<file path="src/rtl/render_texto_pkg.sv">
// rtl/render_texto_pkg.sv - glyph geometry, char codes and RGB332 colours for the text overlay
package render_texto_pkg;

    localparam int CHAR_W = 8;
    localparam int CHAR_H = 16;

    typedef enum logic [2:0] {
        ESPACIO = 3'd0,
        J       = 3'd1,
        V       = 3'd2,
        M       = 3'd3,
        B       = 3'd4,
        S       = 3'd5,
        L       = 3'd6
    } char_code_t;

    localparam logic [7:0] RGB_BLACK = 8'h00;
    localparam logic [7:0] RGB_WHITE = 8'hFF;
    localparam logic [7:0] RGB_NAVY  = 8'h03;

endpackage

</file>
<file path="src/rtl/render_texto_if.sv">
// rtl/render_texto_if.sv - video timing, text-buffer write and glyph ROM bundle (cursor_addr under RENDER_CURSOR_EN)
interface render_texto_if;

    logic       pixel_tick;
    logic [9:0] pixel_x;
    logic [9:0] pixel_y;
    logic       video_on;
    logic       hsync_i;
    logic       vsync_i;
    logic       wr_en;
    logic [4:0] wr_addr;
    logic [2:0] wr_char;
`ifdef RENDER_CURSOR_EN
    logic [4:0] cursor_addr;
`endif
    logic [2:0] direccion;
    logic [3:0] rom;
    logic [7:0] rom_data;
    logic [7:0] rgb;
    logic       hsync_o;
    logic       vsync_o;

    modport slave (
`ifdef RENDER_CURSOR_EN
        input  cursor_addr,
`endif
        input  pixel_tick, pixel_x, pixel_y, video_on, hsync_i, vsync_i,
        input  wr_en, wr_addr, wr_char, rom_data,
        output direccion, rom, rgb, hsync_o, vsync_o
    );

    modport master (
`ifdef RENDER_CURSOR_EN
        output cursor_addr,
`endif
        output pixel_tick, pixel_x, pixel_y, video_on, hsync_i, vsync_i,
        output wr_en, wr_addr, wr_char, rom_data,
        input  direccion, rom, rgb, hsync_o, vsync_o
    );

endinterface

</file>
<file path="src/rtl/render_texto_blink_gen.sv">
// rtl/render_texto_blink_gen.sv - frame counter toggling the cursor blink state every BLINK_FR frames
module blink_gen #(
    parameter int BLINK_FR = 30
) (
    input  logic i_clk,
    input  logic i_reset,
    input  logic i_frame_start,
    output logic o_blink_on
);

    localparam int CW = (BLINK_FR > 1) ? $clog2(BLINK_FR) : 1;

    logic [CW-1:0] r_cnt;
    logic          r_blink;

    // count frame starts; wrap after BLINK_FR of them and flip the blink phase
    always_ff @(posedge i_clk) begin
        if (!i_reset) begin
            r_cnt   <= '0;
            r_blink <= 1'b0;
        end else if (i_frame_start) begin
            if (r_cnt == CW'(BLINK_FR - 1)) begin
                r_cnt   <= '0;
                r_blink <= ~r_blink;
            end else begin
                r_cnt <= r_cnt + 1'b1;
            end
        end
    end

    assign o_blink_on = r_blink;

endmodule

</file>
<file path="src/rtl/render_texto.sv">
// rtl/render_texto.sv - 3-stage text overlay renderer; RENDER_CURSOR_EN adds a blinking cursor
module render_texto
    import render_texto_pkg::*;
#(
    parameter int         TEXT_X0 = 256,
    parameter int         TEXT_Y0 = 224,
    parameter int         COLS    = 16,
    parameter int         ROWS    = 2,
    parameter logic [7:0] FG      = RGB_WHITE,
    parameter logic [7:0] BG      = RGB_NAVY
`ifdef RENDER_CURSOR_EN
    , parameter int       BLINK_FR = 30
`endif
) (
    input logic           i_clk,
    input logic           i_reset,
    render_texto_if.slave bus
);

    localparam logic [9:0] X0     = 10'(TEXT_X0);
    localparam logic [9:0] Y0     = 10'(TEXT_Y0);
    localparam logic [9:0] WIN_W  = 10'(COLS * CHAR_W);
    localparam logic [9:0] WIN_H  = 10'(ROWS * CHAR_H);
    localparam logic [9:0] COLS_V = 10'(COLS);
    localparam logic [5:0] NCELL  = 6'(COLS * ROWS);

    logic [9:0] w_dx;
    logic [9:0] w_dy;
    logic [4:0] w_cell;
    logic       w_in_win;
    logic       w_pix;
    logic       w_pix_out;

    logic [2:0] r_buf [0:31];

    logic [4:0] r_cell_s1;
    logic [3:0] r_line_s1;
    logic [2:0] r_bit_s1;
    logic       r_win_s1, r_von_s1, r_hs_s1, r_vs_s1;

    logic [2:0] r_dir;
    logic [3:0] r_rom;
    logic [2:0] r_bit_s2;
    logic       r_win_s2, r_von_s2, r_hs_s2, r_vs_s2;

    logic [7:0] r_rgb;
    logic       r_hs_o, r_vs_o;

    // window-relative coordinates; pixels left/above the window wrap to large values and fall out
    assign w_dx     = bus.pixel_x - X0;
    assign w_dy     = bus.pixel_y - Y0;
    assign w_in_win = bus.video_on && (w_dx < WIN_W) && (w_dy < WIN_H);
    assign w_cell   = 5'(((w_dy >> 4) * COLS_V) + (w_dx >> 3));

    // text buffer: written from the clk domain regardless of pixel_tick, out-of-range cells dropped
    always_ff @(posedge i_clk) begin
        if (!i_reset) begin
            for (int i = 0; i < 32; i++) r_buf[i] <= 3'd0;
        end else if (bus.wr_en && ({1'b0, bus.wr_addr} < NCELL)) begin
            r_buf[bus.wr_addr] <= bus.wr_char;
        end
    end

    // S1: locate the pixel inside the text grid
    always_ff @(posedge i_clk) begin
        if (!i_reset) begin
            r_cell_s1 <= '0;
            r_line_s1 <= '0;
            r_bit_s1  <= '0;
            r_win_s1  <= 1'b0;
            r_von_s1  <= 1'b0;
            r_hs_s1   <= 1'b1;
            r_vs_s1   <= 1'b1;
        end else if (bus.pixel_tick) begin
            r_cell_s1 <= w_cell;
            r_line_s1 <= w_dy[3:0];
            r_bit_s1  <= w_dx[2:0];
            r_win_s1  <= w_in_win;
            r_von_s1  <= bus.video_on;
            r_hs_s1   <= bus.hsync_i;
            r_vs_s1   <= bus.vsync_i;
        end
    end

    // S2: fetch the char code and present the ROM address
    always_ff @(posedge i_clk) begin
        if (!i_reset) begin
            r_dir    <= '0;
            r_rom    <= '0;
            r_bit_s2 <= '0;
            r_win_s2 <= 1'b0;
            r_von_s2 <= 1'b0;
            r_hs_s2  <= 1'b1;
            r_vs_s2  <= 1'b1;
        end else if (bus.pixel_tick) begin
            r_dir    <= r_buf[r_cell_s1];
            r_rom    <= r_line_s1;
            r_bit_s2 <= r_bit_s1;
            r_win_s2 <= r_win_s1;
            r_von_s2 <= r_von_s1;
            r_hs_s2  <= r_hs_s1;
            r_vs_s2  <= r_vs_s1;
        end
    end

    // MSB of the glyph row is the leftmost pixel, so column b maps to bit 7-b
    assign w_pix = bus.rom_data[~r_bit_s2];

`ifdef RENDER_CURSOR_EN
    logic [4:0] r_cell_s2;
    logic       w_frame_start;
    logic       w_blink_on;

    assign w_frame_start = bus.pixel_tick && (bus.pixel_x == 10'd0) && (bus.pixel_y == 10'd0);

    blink_gen #(.BLINK_FR(BLINK_FR)) u_blink (
        .i_clk         (i_clk),
        .i_reset       (i_reset),
        .i_frame_start (w_frame_start),
        .o_blink_on    (w_blink_on)
    );

    // carry the cell index alongside S2 so the cursor compare lines up with rom_data
    always_ff @(posedge i_clk) begin
        if (!i_reset) begin
            r_cell_s2 <= '0;
        end else if (bus.pixel_tick) begin
            r_cell_s2 <= r_cell_s1;
        end
    end

    assign w_pix_out = w_pix ^ (w_blink_on && (r_cell_s2 == bus.cursor_addr));
`else
    assign w_pix_out = w_pix;
`endif

    // S3: colour the pixel and realign the syncs with it
    always_ff @(posedge i_clk) begin
        if (!i_reset) begin
            r_rgb  <= RGB_BLACK;
            r_hs_o <= 1'b1;
            r_vs_o <= 1'b1;
        end else if (bus.pixel_tick) begin
            r_rgb  <= (!r_von_s2 || !r_win_s2) ? RGB_BLACK : (w_pix_out ? FG : BG);
            r_hs_o <= r_hs_s2;
            r_vs_o <= r_vs_s2;
        end
    end

    assign bus.direccion = r_dir;
    assign bus.rom       = r_rom;
    assign bus.rgb       = r_rgb;
    assign bus.hsync_o   = r_hs_o;
    assign bus.vsync_o   = r_vs_o;

endmodule
</file>
<file path="src/flat_wrapper.sv">
// flat-port wrapper written by rule: the top's interface ports become plain ports
module render_texto_flat import render_texto_pkg::*;
#(
    parameter int         TEXT_X0 = 256,
    parameter int         TEXT_Y0 = 224,
    parameter int         COLS    = 16,
    parameter int         ROWS    = 2,
    parameter logic [7:0] FG      = RGB_WHITE,
    parameter logic [7:0] BG      = RGB_NAVY

)
  (i_clk, i_reset, bus_pixel_tick, bus_pixel_x, bus_pixel_y, bus_video_on, bus_hsync_i, bus_vsync_i, bus_wr_en, bus_wr_addr, bus_wr_char, bus_rom_data, bus_direccion, bus_rom, bus_rgb, bus_hsync_o, bus_vsync_o);
  render_texto_if bus_i ();
  input logic i_clk;
  input logic i_reset;
  input wire logic [$bits(bus_i.pixel_tick)-1:0] bus_pixel_tick;
  input wire logic [$bits(bus_i.pixel_x)-1:0] bus_pixel_x;
  input wire logic [$bits(bus_i.pixel_y)-1:0] bus_pixel_y;
  input wire logic [$bits(bus_i.video_on)-1:0] bus_video_on;
  input wire logic [$bits(bus_i.hsync_i)-1:0] bus_hsync_i;
  input wire logic [$bits(bus_i.vsync_i)-1:0] bus_vsync_i;
  input wire logic [$bits(bus_i.wr_en)-1:0] bus_wr_en;
  input wire logic [$bits(bus_i.wr_addr)-1:0] bus_wr_addr;
  input wire logic [$bits(bus_i.wr_char)-1:0] bus_wr_char;
  input wire logic [$bits(bus_i.rom_data)-1:0] bus_rom_data;
  output wire logic [$bits(bus_i.direccion)-1:0] bus_direccion;
  output wire logic [$bits(bus_i.rom)-1:0] bus_rom;
  output wire logic [$bits(bus_i.rgb)-1:0] bus_rgb;
  output wire logic [$bits(bus_i.hsync_o)-1:0] bus_hsync_o;
  output wire logic [$bits(bus_i.vsync_o)-1:0] bus_vsync_o;
  assign bus_i.pixel_tick = bus_pixel_tick;
  assign bus_i.pixel_x = bus_pixel_x;
  assign bus_i.pixel_y = bus_pixel_y;
  assign bus_i.video_on = bus_video_on;
  assign bus_i.hsync_i = bus_hsync_i;
  assign bus_i.vsync_i = bus_vsync_i;
  assign bus_i.wr_en = bus_wr_en;
  assign bus_i.wr_addr = bus_wr_addr;
  assign bus_i.wr_char = bus_wr_char;
  assign bus_i.rom_data = bus_rom_data;
  assign bus_direccion = bus_i.direccion;
  assign bus_rom = bus_i.rom;
  assign bus_rgb = bus_i.rgb;
  assign bus_hsync_o = bus_i.hsync_o;
  assign bus_vsync_o = bus_i.vsync_o;
  render_texto #(.TEXT_X0(TEXT_X0), .TEXT_Y0(TEXT_Y0), .COLS(COLS), .ROWS(ROWS), .FG(FG), .BG(BG)) u_core (.i_clk(i_clk), .i_reset(i_reset), .bus(bus_i));
endmodule
</file>
<file path="config.mk">
export PLATFORM = sky130hd
export DESIGN_NAME = render_texto_flat
export DESIGN_NICKNAME = d
export VERILOG_FILES = /design/src/rtl/render_texto_pkg.sv /design/src/rtl/render_texto_if.sv /design/src/rtl/render_texto_blink_gen.sv /design/src/rtl/render_texto.sv /design/src/flat_wrapper.sv
export SDC_FILE = /design/constraint.sdc
export NUM_CORES = 1
export LEC_CHECK = 0
export ABC_AREA = 1
export CAP_MARGIN = 5
export CORE_MARGIN = 2
export CORE_UTILIZATION = 25
export DETAILED_ROUTE_END_ITERATION = 10
export PLACE_DENSITY_LB_ADDON = 0.2
export SLEW_MARGIN = 25
export SYNTH_ARGS = -nofsm -noshare
export SYNTH_HDL_FRONTEND = slang
export SYNTH_SLANG_ARGS = --single-unit
</file>
<file path="constraint.sdc">
create_clock -name i_clk -period 3.8 [get_ports i_clk]
set_clock_uncertainty 0.05 [all_clocks]
set_input_delay 0.38 -clock i_clk [delete_from_list [all_inputs] [get_ports i_clk]]
set_output_delay 0.38 -clock i_clk [all_outputs]
set_load 0.02 [all_outputs]
</file>
=== Yosys cells after proc, flatten, opt, wreduce, memory -nomap -nowiden ===
Memory sizes are Yosys's and may differ from the RTL's. A register that Yosys moved wholly into a read port is not among the register bits.
Cells that the tools add are included.

* Register bits after elaboration: 37
* Memory bits (writable): 96
* Bits of input ports: 43
* Output and inout bits: 17
* Logic and storage cells: 42
* Memories kept: 1

* Add/subtract/negate cells: 3
* Magnitude comparators: 3
* Multiplexer cells: 11
* Bitwise gates (word level): 1
* Reductions and logical operators: 7

{| class="wikitable"
|+ Memory list
! memory !! words !! width !! rd ports !! clocked after Yosys merged registers in !! write ports !! line !! text
|-
| u_core.r_buf || 32 || 3 || 1 || 1 || 32 || render_texto.sv:34 || <nowiki>logic [2:0] r_buf [0:31];</nowiki>
|}

{| class="wikitable"
|+ Operators by type and width
! kind !! count
|-
| 2-to-1 mux 8 bit || 2
|-
| less-than comparator 10 x 6 -> 1 bit (second input constant) || 1
|-
| less-than comparator 10 x 8 -> 1 bit (second input constant) || 1
|-
| subtractor 10 x 8 -> 10 bit (second input constant) || 1
|-
| subtractor 10 x 9 -> 10 bit (second input constant) || 1
|-
| 2-to-1 mux 1 bit || 6
|-
| adder 5 bit || 1
|-
| 2-to-1 mux 5 bit || 1
|-
| less-than comparator 3 x 4 -> 1 bit (second input constant) || 1
|-
| binary-select mux 1 bit (select 3 bit) || 1
|-
| logical NOT 1 bit || 3
|-
| 2-to-1 mux 3 bit || 1
|-
| inverter 3 bit || 1
|-
| OR reduction 3 bit || 1
|-
| logical AND 1 bit || 2
|-
| logical OR 1 bit || 1
|}

=== Depth between registers and ports, before layout ===
Gate-level depths: netlist (run 1).

* Depth after elaboration: 5
* Gate-level depth with buffers: 11
* Depth with buffers taken out: 9

=== Least setup slack after synthesis (run 1) ===
Ideal clock, no wire load.

* Path kind: input port to flip-flop
* Start: input i_reset
* End: memory u_core.r_buf[20][0], enable pin
* Library setup time: 0.303 ns
* Arrival time: 1.267 ns
* Required time: 3.447 ns
* Slack: 2.180 ns
* Stages: 5
* Buffers on the path: 1
* Cells stage by stage: buf_2 nand2_1 nor3_4 nand2_1 nand2_1

{| class="wikitable"
|+ RTL lines
! element !! line !! text
|-
| start: declaration || flat_wrapper.sv:15 || <nowiki>input logic i_reset;</nowiki>
|-
| end: declaration || render_texto.sv:34 ||
|}

==> flow_summary_export.csv, run 1 <==
group,metric,value,unit
worst_setup_path,cp.required,3870,ps
layout,fin_util,31.5,%
grt,overflow,0,
floorplanning,die_w,159,µm
logic_synthesis,synthAdderAreaFrac,0.210,%
floorplanning,start_util,25.4,%
logic_synthesis,synth_cells,687,
logic_synthesis,synth_xor_area_share,0.147,%
power_and_ir_drop,intPower,0.00281,W
timing,rsz0062_at_grt,"no",
grt,grt_pass1_vias,4523,
power_and_ir_drop,combPwrFrac,9.6,%
drt,viasPerCell,4.37,
timing,min_period_over_period,54.3,%
logic_synthesis,syn_avg_cell_area,8.69,µm²
layout,areaGrowthSynthToFinish,23.8,%
drt,wl_per_cell,14.6,µm
drt,drt-total-wl,15.5,mm
clocking,cts_resized,0,
logic_synthesis,synth_mux_area_share,0,%
logic_synthesis,synth_warnings,0,
logic_synthesis,ys_types,21,
drt,drc,0,
placed_design,routabilityCongestion,0.684,
worst_setup_path,reg2regPathDepth,7,
logic_synthesis,synth_area_leader_cell,"edfxtp_1",
clocking,cts_tree,"yes",
timing,setup_tns,0,ps
clocking,holdBufCountCts,0,
power_and_ir_drop,sw_frac_of_total,23.7,%
logic_synthesis,synth-seq-cells,130,
worst_setup_path,cp-startpoint,"bus_wr_addr[3]",
layout,fin_nets,771,
clocking,cts-root-buf,"clkbuf_16",
worst_setup_path,worstSetupPathType,"in -> reg",
clocking,worstSkewPairLatency,420,ps
worst_setup_path,end_kind,"register",
floorplanning,rows,56,
worst_setup_path,worst_path_most_repeated_cell,"nand2_1",
drt,vias,4622,
logic_synthesis,synth_compound_area_share,3.94,%
power_and_ir_drop,power_frac_seq,44.2,%
worst_setup_path,cp_max_fo,5,
power_and_ir_drop,power_density,499,mW/mm²
status,status,"finished clean",
clocking,cts_buffer_depth,2,
power_and_ir_drop,power,0.00369,W
logic_synthesis,syn_nets,731,
clocking,htreeDepth,4,
power_and_ir_drop,pwr-share-clk,46.2,%
timing,final_hold_viol_count,0,
logic_synthesis,synth_top_area_share,48.3,%
clocking,post_cts_buffers,0,
worst_setup_path,cpPeakStageDelay,680,ps
power_and_ir_drop,vdd_drop_max,302,µV
worst_setup_path,crit_chain,"clkdlybuf4s50_1 -> inv_1 -> nor3_1 -> nand2_1 -> nand2_1",
logic_synthesis,synth-seq-area-share,59.7,%
worst_setup_path,worstSetupEndpoint,"u_core.r_buf[24][1]",
worst_setup_path,critPathSlowestCell,"nor3_1",
timing,hold_slack,404,ps
timing,fmax,0.484,GHz
floorplanning,dieArea,0.0251,mm²
floorplanning,fp.dieH,159,µm
logic_synthesis,synth_top_family_by_area,"simple AND/OR/NAND/NOR gates",
clocking,tritoncts.num_buffers,17,
drt,final_antenna_net_count,0,
logic_synthesis,netlist_area,0.00597,mm²
grt,grt_start_max_net_pins,63,
grt,antenna_found_initial,0,
power_and_ir_drop,p_sw,0.000875,W
power_and_ir_drop,leakagePower,2.90,nW
layout,n_fill_cell,2424,
timing,tightest_slew,883,ps
worst_setup_path,timing.rr.start,"u_core.r_cell_s1[2]",
worst_setup_path,arrival,2140,ps
floorplanning,design.core.area,0.0235,mm²
drt,drtIter0Drc,354,
timing,period_needed,2060,ps
logic_synthesis,synthSimpleGateAreaFrac,30.5,%
placed_design,dpl.hpwl,9.58,mm
drt,first_pass_iters,5,
placed_design,port_buffers,59,
floorplanning,boundaryPins,60,
clocking,clk_pin_slew_worst_paths,60,ps
clocking,cts_sinks,130,
layout,antennaDiodeCount,0,
layout,final_layout_size_suffix_gt1_share,5.95,%
timing,drv_slew,0,
worst_setup_path,start_kind,"input port",
timing,slew_headroom,41.1,%
grt,grt_pass1_wl,24.2,mm
worst_setup_path,timing.rr.end,"u_core.bus.direccion[0]",
hold_path,hold_path.class,"reg -> reg",
worst_setup_path,reg2reg_setup_slack,1750,ps
grt,grt_use_total,13.0,%
flow_run,drv_cap,0,
timing,setup_violations,0,
logic_synthesis,synth_area_leaders,"edfxtp_1 (48%), nand2_1 (13%), dfxtp_1 (11%)",
==> sequential cells by signal (all words and copies together), names as in the netlist, 2 cells and up <==
name and count:
u_core.r_bit_s2 3, u_core.bus.rgb 2, u_core.bus.direccion 3, u_core.r_bit_s1 3, u_core.r_line_s1 4, u_core.bus.rom 4
u_core.r_cell_s1 5, u_core.r_buf 96
==> area by class of cell <==
cell class                      instances  area, µm²  share of cell area (%)
Inverter                               25       93.8                    1.27
Tap cell                              319        399                    5.40
Clock buffer                           17        425                    5.75
Clock inverter                         14        190                    2.57
Timing Repair Buffer                   67        646                    8.73
Multi-Input combinational cell        486       2080                    28.1
Sequential cell                       130       3560                    48.2
==> routing by layer <==
metal  track usage, %  vias to the layer above  part of all wire, %
met2             20.4                      128                   45
met1             17.1                     2121                   48
met5                0                        -                    0
met3             2.99                       24                  5.4
met4             5.96                        0                  2.0
li1                 -                     2349                    -
==> Yosys cell counts <==
master / n
a21oi_1: 17
nand2_1: 209
xor2_1: 1
buf_2: 12
buf_4: 9
ha_1: 1
nor3_1: 8
edfxtp_1: 96
o211ai_1: 2
nor2_1: 127
buf_6: 2
clkinv_1: 1
nor3_4: 4
nand3_1: 87
nand4_1: 1
nor4_1: 2
o21ai_0: 27
inv_2: 2
dfxtp_1: 34
clkbuf_1: 23
inv_1: 22
==> power by group through the flow <==
stage	clock network, W	logic [W]	registers, W
after floorplan	0	0.000211	0.00166
after global placement	0	0.000356	0.00166
after detailed placement	0	0.000356	0.00166
after CTS	0.00174	0.000358	0.00163
after global routing	0.00181	0.000397	0.00164
final	0.00171	0.000353	0.00163
==> per-stage QoR <==
stage | std cells | setup WS [ps] | cell area [µm²]
finish | 1058 | 1740 | 7390
global route | 1058 | 1570 | 7390
CTS | 1058 | 1690 | 7390
detailed placement | 1027 | 1240 | 6780
global placement | 1027 | 1270 | 6780
floorplan | 687 | 2180 | 5970
==> placed cells by master, fill, tap and decap left out, types with 2 or more instances in the layout <==
| cell | n |
|---|---|
| o211ai_1 | 2 |
| buf_4 | 8 |
| clkinvlp_4 | 3 |
| nor2_1 | 127 |
| inv_1 | 22 |
| dfxtp_1 | 34 |
| nor3_4 | 4 |
| clkinv_4 | 4 |
| o21ai_0 | 27 |
| clkinv_1 | 3 |
| nor4_1 | 2 |
| inv_2 | 2 |
| edfxtp_1 | 96 |
| clkbuf_16 | 17 |
| a21oi_1 | 17 |
| nand3_1 | 87 |
| nor3_1 | 8 |
| clkdlybuf4s50_1 | 58 |
| bufinv_16 | 4 |
| nand2_1 | 209 |
==> worst min-delay path by stage <==
stage | startpoint | to | slack (ps) | depth (start not counted)
global placement | u_core.r_hs_s2 | u_core.r_hs_s2 | 390 | 2
global route | u_core.r_hs_s2 | u_core.r_hs_s2 | 430 | 2
CTS | u_core.r_hs_s1 | u_core.r_hs_s1 | 410 | 2
floorplan | u_core.r_hs_s1 | u_core.r_hs_s1 | 380 | 2
detailed placement | u_core.r_hs_s1 | u_core.r_hs_s1 | 390 | 2
finish | u_core.r_hs_s1 | u_core.r_hs_s1 | 400 | 2
==> logic make-up after synthesis <==
logic type,after synthesis
simple gates,438
fa+ha+maj,1
flops,130
xor+xnor,1
compound gates,46
buf+inv,71
==> worst max-delay path: cells and delay by family <==
family        cells  cell delay [ps]
buf+inv           2              660
simple gates      3             1100
No activity file was read; power rests on OpenSTA's default activity.
==> run 2: changes to the inputs <==
Clock period 3.8 ns to 1.9 ns, I/O delays scaled along.
==> flow_summary_export.csv, run 2 (same netlist as run 1, synthesis figures left out) <==
group,metric,value,unit
status,status,"finished clean",
floorplanning,start_util,25.4,%
power_and_ir_drop,leakagePower,3.13,nW
flow_run,drv_cap,0,
worst_setup_path,cp.buffers_inverters,1,
drt,drt-total-wl,15.5,mm
drt,wl_per_cell,14.1,µm
grt,grt_pass1_vias,4679,
clocking,post_cts_buffers,0,
layout,n_fill_cell,2467,
placed_design,port_buffers,59,
power_and_ir_drop,power,0.00750,W
drt,viasPerCell,4.30,
drt,final_antenna_net_count,0,
clocking,cts_buffer_depth,2,
placed_design,dpl.hpwl,9.97,mm
worst_setup_path,crit_chain,"clkdlybuf4s50_1",
drt,top_layer,"met4",
grt,grt_start_max_net_pins,63,
worst_setup_path,critical_path.top_delay_family,"buffers and inverters",
worst_setup_path,critPathSlowestCell,"clkdlybuf4s50_1",
layout,fin_nets,813,
timing,rsz0062_at_grt,"no",
timing,setup_tns,0,ps
timing,fin_ws,174,ps
floorplanning,die_w,159,µm
drt,wl_met2,7.06,mm
worst_setup_path,start_kind,"register",
grt,grt_use_total,13.1,%
grt,grt_pass1_wl,24.3,mm
timing,fmax,0.579,GHz
layout,final_layout_size_suffix_gt1_share,11.4,%
timing,period_needed,1730,ps
placed_design,pre_cts_ws,-26.7,ps
timing,drv_slew,0,
clocking,cts_sinks,130,
grt,antenna_found_initial,0,
worst_setup_path,cpPeakStageDelay,640,ps
grt,overflow,0,
placed_design,routabilityCongestion,0.687,
clocking,worstSkewPairLatency,420,ps
drt,drtIter0Drc,194,
floorplanning,boundaryPins,60,
hold_path,hold_path.class,"in -> reg",
floorplanning,rows,56,
layout,layout_commonest_cell,"nand2_1",
layout,reg.largest.list,"u_core.r_buf x96, u_core.r_cell_s1 x5",
worst_setup_path,arrival,1490,ps
drt,met3_wirelength,827,µm
clocking,htreeDepth,4,
timing,tightest_slew,536,ps
worst_setup_path,reg2reg_setup_slack,340,ps
drt,vias,4731,
worst_setup_path,cp_max_fo,7,
clocking,cts_tree,"yes",
worst_setup_path,end_kind,"output pin",
drt,first_pass_iters,4,
floorplanning,design.core.area,0.0235,mm²
timing,min_period_over_period,90.9,%
clocking,holdBufCountCts,0,
power_and_ir_drop,power_density,957,mW/mm²
layout,largest_reg_flops,96,
power_and_ir_drop,vdd_drop_max,487,µV
floorplanning,fp.dieH,159,µm
timing,setup_violations,0,
floorplanning,dieArea,0.0251,mm²
timing,slew_headroom,64.3,%
drt,drc,0,
clocking,cts-root-buf,"clkbuf_16",
drt,wl_met1,7.42,mm
clocking,cts_resized,0,
clocking,clk_pin_slew_worst_paths,60,ps
layout,areaGrowthSynthToFinish,31.3,%
worst_setup_path,worstSetupPathType,"reg -> out",
layout,final_cell_mix,"nand2_1 (209), nor2_1 (127), edfxtp_1 (96)",
layout,top_register,"u_core.r_buf",
timing,final_hold_viol_count,0,
layout,antennaDiodeCount,0,
worst_setup_path,cp.required,1660,ps
clocking,tritoncts.num_buffers,17,
run 2: changes by cell type in the layout (fill, tap and decap cells not counted), sizes merged:
cell,delta
clkinvlp,+1
clkinv,-4
inv,+4
buf,+42
run 2: final timing paths:
kind | start | endpoint | cells after the start
max | u_core.bus.rgb[6] | bus_rgb[2] | 1
max reg2reg | u_core.r_cell_s1[0] | u_core.bus.direccion[0] | 9
min reg2reg | u_core.bus.hsync_o | u_core.bus.hsync_o | 2
min | i_reset | u_core.bus.hsync_o | 3
run 2: stage by stage:
| stage | instances | util [%] | cell area [µm²] | hold slack, ps |
|---|---|---|---|---|
| CTS | 1101 | 33.4 | 7840 | 222 |
| global route | 1101 | 33.4 | 7840 | 247 |
| detailed placement | 1069 | 30.7 | 7210 | 397 |
| finish | 1101 | 33.4 | 7840 | 229 |
| floorplan | 687 | - | 5970 | 266 |
| global placement | 1069 | 30.7 | 7210 | 390 |
run 2: power by group:
part           leakage, nW  internal (W)  switching [W]
Clock                0.297       0.00221        0.00127
Combinational         1.64      0.000296       0.000467
Sequential            1.19       0.00320      0.0000590
run 2: layer usage:
layer  GRT usage [%]  vias to the layer above
met5               0                        -
met4            4.12                        0
met3            3.97                       14
met2            21.4                      119
met1            16.6                     2162
li1                -                     2436
run 2: layout make-up:
class | count | area, µm² | area share (%)
inverters | 25 | 93.8 | 1.20
clock buffers | 17 | 425 | 5.43
well taps | 319 | 399 | 5.09
repair buffers | 109 | 1070 | 13.7
flip-flops and latches | 130 | 3560 | 45.5
multi-input cells | 486 | 2080 | 26.5
clock inverters | 15 | 205 | 2.62
